### config.mk
export PLATFORM = sky130hd
export DESIGN_NAME = uart_tx_arbiter
export DESIGN_NICKNAME = d
export VERILOG_FILES = /design/src/rtl/uart_tx_arbiter.sv
export SDC_FILE = /design/constraint.sdc
export NUM_CORES = 1
export LEC_CHECK = 0
export ABC_AREA = 1
export CORE_MARGIN = 1.5
export CORE_UTILIZATION = 30
export DETAILED_ROUTE_END_ITERATION = 16
export DONT_BUFFER_PORTS = 1
export GPL_TIMING_DRIVEN = 0
export PLACE_DENSITY = 0.54
export REMOVE_ABC_BUFFERS = 1
export SLEW_MARGIN = 15
export SYNTH_ARGS = -nofsm -noshare
export SYNTH_HDL_FRONTEND = slang
export SYNTH_SLANG_ARGS = --single-unit
export TNS_END_PERCENT = 100
### constraint.sdc
create_clock -name clk_in -period 1.89 [get_ports clk_in]
set_input_delay 0.378 -clock clk_in [delete_from_list [all_inputs] [get_ports clk_in]]
set_output_delay 0.378 -clock clk_in [all_outputs]
set_load 0.05 [all_outputs]
### src/rtl/uart_tx_arbiter.sv
// uart_tx_arbiter
//   Shares one trigger/busy UART transmitter among NUM_REQ requesters.
//   Round-robin grant, locked to the owner until it sends a beat flagged last.
//   Each accepted word is pulsed into the transmitter and the block waits for
//   the transmitter's busy cycle (or a start timeout) before the next accept.
// Ports:
//   clk_in, rst_n_in        clock, async active-low reset
//   req_valid_in/_last_in   per-requester valid and end-of-packet flag
//   req_data_in             requester i at [i*DATA_SIZE +: DATA_SIZE]
//   req_ready_out           per-requester accept strobe (owner only, in SEND)
//   tx_data_out/trigger_out word and one-cycle start pulse to the transmitter
//   tx_busy_in              transmitter busy
//   grant_out               one-hot current owner, 0 when idle
//   timeout_err_out         sticky: busy never rose after a trigger
module uart_tx_arbiter #(
  parameter int unsigned NUM_REQ       = 4,
  parameter int unsigned DATA_SIZE     = 8,
  parameter int unsigned START_TIMEOUT = 16
) (
  input  logic                           clk_in,
  input  logic                           rst_n_in,
  input  logic [NUM_REQ-1:0]             req_valid_in,
  input  logic [NUM_REQ*DATA_SIZE-1:0]   req_data_in,
  input  logic [NUM_REQ-1:0]             req_last_in,
  output logic [NUM_REQ-1:0]             req_ready_out,
  output logic [DATA_SIZE-1:0]           tx_data_out,
  output logic                           tx_trigger_out,
  input  logic                           tx_busy_in,
  output logic [NUM_REQ-1:0]             grant_out,
  output logic                           timeout_err_out
);

  localparam int unsigned IDX_W = (NUM_REQ > 1) ? $clog2(NUM_REQ) : 1;
  localparam int unsigned CNT_W = $clog2(START_TIMEOUT + 1);

  typedef enum logic [1:0] {ARB, SEND, WAIT_START, WAIT_DONE} state_e;

  state_e                 state_q;
  logic [IDX_W-1:0]       owner_q;
  logic [IDX_W-1:0]       ptr_q;
  logic [NUM_REQ-1:0]     grant_q;
  logic [DATA_SIZE-1:0]   data_q;
  logic                   trig_q;
  logic                   last_q;
  logic                   err_q;
  logic [CNT_W-1:0]       cnt_q;

  logic [IDX_W-1:0]       pick;
  logic                   found;
  logic [IDX_W-1:0]       idx;
  logic                   timeout_hit;
  logic                   word_done;
  logic [DATA_SIZE-1:0]   owner_word;

  // Round-robin scan starting just after the last owner.
  always_comb begin
    found = 1'b0;
    pick  = ptr_q;
    idx   = '0;
    for (int unsigned i = 1; i <= NUM_REQ; i++) begin
      idx = IDX_W'((32'(ptr_q) + i) % NUM_REQ);
      if (!found && req_valid_in[idx]) begin
        found = 1'b1;
        pick  = idx;
      end
    end
  end

  assign owner_word  = req_data_in[32'(owner_q)*DATA_SIZE +: DATA_SIZE];
  assign timeout_hit = (32'(cnt_q) + 1) >= START_TIMEOUT;

  // A word finishes either normally (busy fell) or by start timeout; both
  // share the same release/continue path.
  assign word_done = ((state_q == WAIT_DONE) && !tx_busy_in) ||
                     ((state_q == WAIT_START) && !tx_busy_in && timeout_hit);

  always_ff @(posedge clk_in or negedge rst_n_in) begin
    if (!rst_n_in) begin
      state_q <= ARB;
      owner_q <= '0;
      ptr_q   <= IDX_W'(NUM_REQ - 1);
      grant_q <= '0;
      data_q  <= '0;
      trig_q  <= 1'b0;
      last_q  <= 1'b0;
      err_q   <= 1'b0;
      cnt_q   <= '0;
    end else begin
      trig_q <= 1'b0;
      case (state_q)
        ARB: begin
          if (found) begin
            owner_q <= pick;
            grant_q <= NUM_REQ'(1) << pick;
            state_q <= SEND;
          end
        end
        SEND: begin
          if (req_valid_in[owner_q]) begin
            data_q  <= owner_word;
            trig_q  <= 1'b1;
            last_q  <= req_last_in[owner_q];
            cnt_q   <= '0;
            state_q <= WAIT_START;
          end
        end
        WAIT_START: begin
          if (tx_busy_in) begin
            state_q <= WAIT_DONE;
          end else if (timeout_hit) begin
            err_q <= 1'b1;
          end else begin
            cnt_q <= cnt_q + 1'b1;
          end
        end
        WAIT_DONE: ;
        default: state_q <= ARB;
      endcase

      if (word_done) begin
        if (last_q) begin
          ptr_q   <= owner_q;
          grant_q <= '0;
          state_q <= ARB;
        end else begin
          state_q <= SEND;
        end
      end
    end
  end

  assign req_ready_out   = (state_q == SEND) ? grant_q : '0;
  assign grant_out       = grant_q;
  assign tx_data_out     = data_q;
  assign tx_trigger_out  = trig_q;
  assign timeout_err_out = err_q;

endmodule

Yosys cells after proc, flatten, opt, wreduce, memory -nomap -nowiden

Index checks and enable logic that the tools add are counted.
W data, S select, Z words.

Register bits: 26
Input port bits: 43
Output and inout bits: 18
Word-level logic and storage cells: 90

$add $sub $neg: 6
Magnitude comparators: 6
Equality and inequality tests: 9
Shift operators: 2
Muxes and demuxes: 37
Bitwise gates (word level): 1
Reductions and logical operators: 20

Operators by type and width:

| cell                  | count |
|---|---|
| $shiftx A32 B6 Y8     | 1 |
| $mux W4               | 5 |
| $mux W2               | 8 |
| $lt A2 B3 Y1 const B  | 5 |
| $mux W5               | 3 |
| $mux W1               | 13 |
| $bmux W1 S2           | 6 |
| $pmux W5 S2           | 1 |
| $ne A3 B3 Y1 const B  | 3 |
| $reduce_and A4 Y1     | 2 |
| $add A5 B1 Y6 const B | 1 |
| $ge A6 B5 Y1 const B  | 1 |
| $logic_and A1 B1 Y1   | 6 |
| $ne A2 B2 Y1 const B  | 3 |
| $pmux W2 S3           | 1 |
| $reduce_and A2 Y1     | 3 |
| $add A5 B1 Y5 const B | 1 |
| $add A2 B1 Y2 const B | 2 |
| $add A2 B2 Y2 const B | 2 |
| $eq A2 B2 Y1 const B  | 2 |
| $logic_not A1 Y1      | 4 |
| $reduce_bool A4 Y1    | 1 |
| $shl A1 B2 Y4 const A | 1 |
| $reduce_and A3 Y1     | 1 |
| 5 further kinds       | 5 |

Longest topological paths before layout

Depth after elaboration: 18
Mapped depth: 14
Depth with buffers taken out: 13

Worst setup path before layout

OpenSTA, ideal clock, no wires.

Path type: register -> register
From: reg state_q[0]
To: reg state_q[0]
Library setup time: 122 ps
Data arrival time: 1,540 ps
Data required time: 1,768 ps
Path slack: 228 ps
Stages on the path, launching flop included: 12
Buffers on the path: 0
Clock period less this slack: 1,662 ps
Path through: dfrtp_1 > inv_1 > ha_1 > inv_1 > a21oi_1 > nand2_1 > nand2_1 > nand2_1 > nor2_2 > a21oi_1 > nand2_1 > o21ai_1

Cells in the longest elaborated chain, start to end: 6
Elaborated cells on any way between the ends: 15
Those cells by class: eq/ne: 6; mux: 2; reduce/logical: 7

Ends and longest elaborated chain:

| what                                                                | line   | source |
|---|---|---|
| start, declared                                                     | 38     | `state_e state_q;` |
| start signal, assigned                                              | 79     | `state_q <= ARB;` |
| start signal, assigned                                              | 95     | `state_q <= SEND;` |
| start signal, assigned                                              | 104    | `state_q <= WAIT_START;` |
| $eq A2 B2 Y1                                                        | 75, 90 |  |
| $logic_and A1 B1 Y1 (2 in series)                                   | 75     | `((state_q == WAIT_START) && !tx_busy_in && timeout_hit);` |
| $logic_or A1 B1 Y1                                                  | 74     | `assign word_done = ((state_q == WAIT_DONE) && !tx_busy_in) \|\|` |
| $ne A3 B3 Y1 (no line) / $reduce_bool A4 Y1 (equally long branches) | -      |  |
| $reduce_and A4 Y1 (no line)                                         | -      |  |

Several ways; a longest one is shown, not always the timed one.
A chain may end at the register's enable or synchronous reset.

Worst setup path in the final report

From: reg state_q[0]
To: reg cnt_q[4]

Cells in the longest elaborated chain, start to end: 3
Elaborated cells on any way between the ends: 8
Those cells by class: eq/ne: 5; mux: 1; reduce/logical: 2

Ends and longest elaborated chain:

| what                                                                | line | source |
|---|---|---|
| $eq A2 B1 Y1 / $eq A2 B2 Y1 (equally long branches)                 | 90   | `case (state_q)` |
| $ne A2 B2 Y1 (no line) / $reduce_bool A2 Y1 (equally long branches) | -    |  |
| $reduce_and A4 Y1 (no line)                                         | -    |  |
| end signal, assigned                                                | 113  | `cnt_q <= cnt_q + 1'b1;` |
| end, declared                                                       | 46   | `logic [CNT_W-1:0] cnt_q;` |

Several ways; a longest one is shown, not always the timed one.

==> results.py <==
metrics = {
    "floorplan": {
        "die_area_sq_um": 6450,
        "design.core.area_sq_um": 5640,
        "rows": 27,
        "die_h_um": 80.3,
        "start_util": 0.318,
        "ios": 61,
        "fp.dieW_um": 80.3,
    },
    "synthesis": {
        "synth_top_family_by_area": "simple AND/OR/NAND/NOR gates",
        "ys_types": 29,
        "synthAdderAreaFrac": 0.0419,
        "ys_seq_area_frac": 0.364,
        "synth_compound_area_frac": 0.164,
        "synth_top_area_frac": 0.335,
        "synth_simple_gate_area_frac": 0.346,
        "yosys_warnings": 0,
        "syn_area_sq_um": 1790,
        "ys.flop_type": "dfrtp_1",
        "synth_edf_count": 0,
        "synthMuxAreaShare": 0,
        "synthTopCellsByArea": "dfrtp_1, nand2_1, o21ai_0",
        "synth_xor_area_frac": 0.00488,
        "avgSynthCellArea_sq_um": 7.03,
        "async_reset_ff_frac": 1.00,
        "synth_top_cell_by_area": "dfrtp_1",
        "synthCells": 255,
        "ys_ff_latch": 26,
    },
    "critical_path": {
        "critical_path.endpoint_type": "flop",
        "crit_arrival_ps": 2010,
        "cp_max_fo": 7,
        "start_kind": "flop",
        "cp_data_required_time_ps": 2110,
        "reg2regPathDepth": 7,
        "crit_type": "flop to flop",
    },
    "clocking": {
        "clock_sinks": 26,
        "clk_pin_slew_ps": 90,
        "clk_latency_ps": 270,
        "cts_made_buffers": 3,
        "htree_levels": 1,
        "cts_buffer_depth": 2,
        "cts_tree": "yes",
        "cts_root_buf": "clkbuf_8",
    },
    "global_routing": {
        "grt_pass1_vias": 1517,
        "antenna_found_initial": 0,
        "grt_pass1_wl_um": 7450,
        "grt_usage": 0.149,
        "grt_max_degree": 27,
        "overflow": 0,
    },
    "routing": {
        "drcViolationCount": 0,
        "first_iter_violations": 82,
        "wl_per_cell_um": 13.7,
        "via_per_inst": 4.91,
        "drt_first_pass_iters": 4,
        "routed_wl_um": 4630,
        "antenna_left": 0,
        "vias": 1653,
    },
    "layout": {
        "utilization": 0.369,
        "final_common_cell": "nand2_1",
        "final_area_sq_um": 2080,
        "antennaDiodeCount": 0,
        "area_delta_synth_final_pct": 16.1,
        "final_nets": 315,
        "drive_gt1_frac": 0.223,
        "nFillCells": 597,
        "final_cell_mix": "nand2_1, o21ai_0, nor2_1",
    },
    "place": {
        "place_congestion": 0.798,
        "port_buffers": 0,
        "place_hpwl_um": 3040,
        "place_area_sq_um": 1850,
    },
    "timing": {
        "final_hold_viol_count": 0,
        "worst_pin_slew_ps": 567,
        "fin_worst_skew_ps": 9.90,
        "clock.fmax_ghz": 0.561,
        "fin_crit_ps": 1780,
        "slew_headroom": 0.618,
        "setup_violations": 0,
        "slew_viol_final": 0,
        "min_period_over_period": 0.944,
    },
    "worst_hold_path": {
        "hp-class": "input pin to flop",
        "min_path_cells": 1,
    },
    "pwr": {
        "power.leakage_nw": 0.940,
        "p_per_area_nw_per_um2": 2030,
        "ir_drop_v": 0.000635,
    },
    "outcome": {
        "outcome": "complete, no violations",
    },
    "run": {
        "max_cap_violations": 0,
    },
}
[what timing repair did]
action	4_1_cts	5_1_grt
cloned	1	1
buffers inserted	3	6
hold buffers	2	0
hold endpoints to repair	26	0
resized for setup	12	12
setup endpoints to repair	27	17
pin swaps	1	7
[worst max-delay path, cell delays in order, from the launching register on]
cell and delay, ps:
dfrtp_2 460, inv_2 110, ha_4 190, inv_1 70
o21ai_0 480, a21oi_4 90, or2_2 290, inv_1 50
[per-layer routing]
layer  global-route usage  vias to the layer above  wire, um
met5                    0                        -         0
met2                0.233                       51      2080
met4               0.0310                        0        40
met3               0.0375                        4       251
met1                0.208                      752      2250
li1                     -                      846         -
[registers in the layout, summed over array words and instances (netlist names)]
name	count
tx_data_out	8
cnt_q	5
grant_out	4
owner_q	2
ptr_q	2
state_q	2
last_q	1
timeout_err_out	1
tx_trigger_out	1
[per-stage QoR]
step | worst slack [ps] | total power, mW | instances | hold slack (ps) | setup TNS (ps)
6_report | 106 | 4.23 | 337 | 182 | 0
4_1_cts | 15.4 | 4.06 | 330 | 180 | 0
3_3_place_gp | -1070 | 3.51 | 320 | 83.2 | -12820
5_1_grt | -14.0 | 4.66 | 337 | 180 | -30.1
3_5_place_dp | -1120 | 3.55 | 320 | 83.3 | -13730
2_1_floorplan | -280 | 3.11 | 248 | 82.4 | -1560
[cell usage after synthesis, types with 3 or more instances]
library cell  count
nand2_2           7
ha_1              6
a21oi_1          10
nor2_1           26
nand2_4           6
dfrtp_1          24
o21ai_1           3
inv_2             4
nand3_1          14
clkbuf_1          4
inv_1            22
o21ai_0          27
o22ai_1          10
nand2_1          75
[worst paths after layout]
check | from | end | slack (ps)
worst max register to register | state_q[0] | cnt_q[4] | 110
min in group asynchronous | rst_n_in | grant_out[2] | 520
worst min register to register | cnt_q[0] | cnt_q[0] | 500
worst max-delay path | state_q[0] | cnt_q[4] | 110
max in group asynchronous | rst_n_in | ptr_q[0] | 1120
worst min-delay path | tx_busy_in | timeout_err_out | 180
[cell type report]
cell class                 instances  area, sq um  share of cell area
timing repair buffer              11         97.6              0.0469
multi-input combinational        196         1060               0.508
timing repair inverter             1         5.00             0.00240
inverter                          27          125              0.0601
sequential                        26          661               0.317
clock buffer                       4         45.0              0.0216
tap                               72         90.1              0.0433
[kinds of logic after synthesis]
family                   count (synthesis)
XOR/XNOR                                 1
buffers and inverters                   34
AO/OA/AOI/OAI                           53
AND/OR/NAND/NOR                        135
adder cells (fa/ha/maj)                  6
flip-flops                              26
[report_power, final]
| part | internal (mW) | switching, mW | total [mW] |
|---|---|---|---|
| clock network | 0.151 | 0.176 | 0.327 |
| registers | 0.812 | 0.710 | 1.52 |
| logic | 0.846 | 1.54 | 2.38 |
| total | 1.81 | 2.42 | 4.23 |
Power figures use the tool's default switching activity.
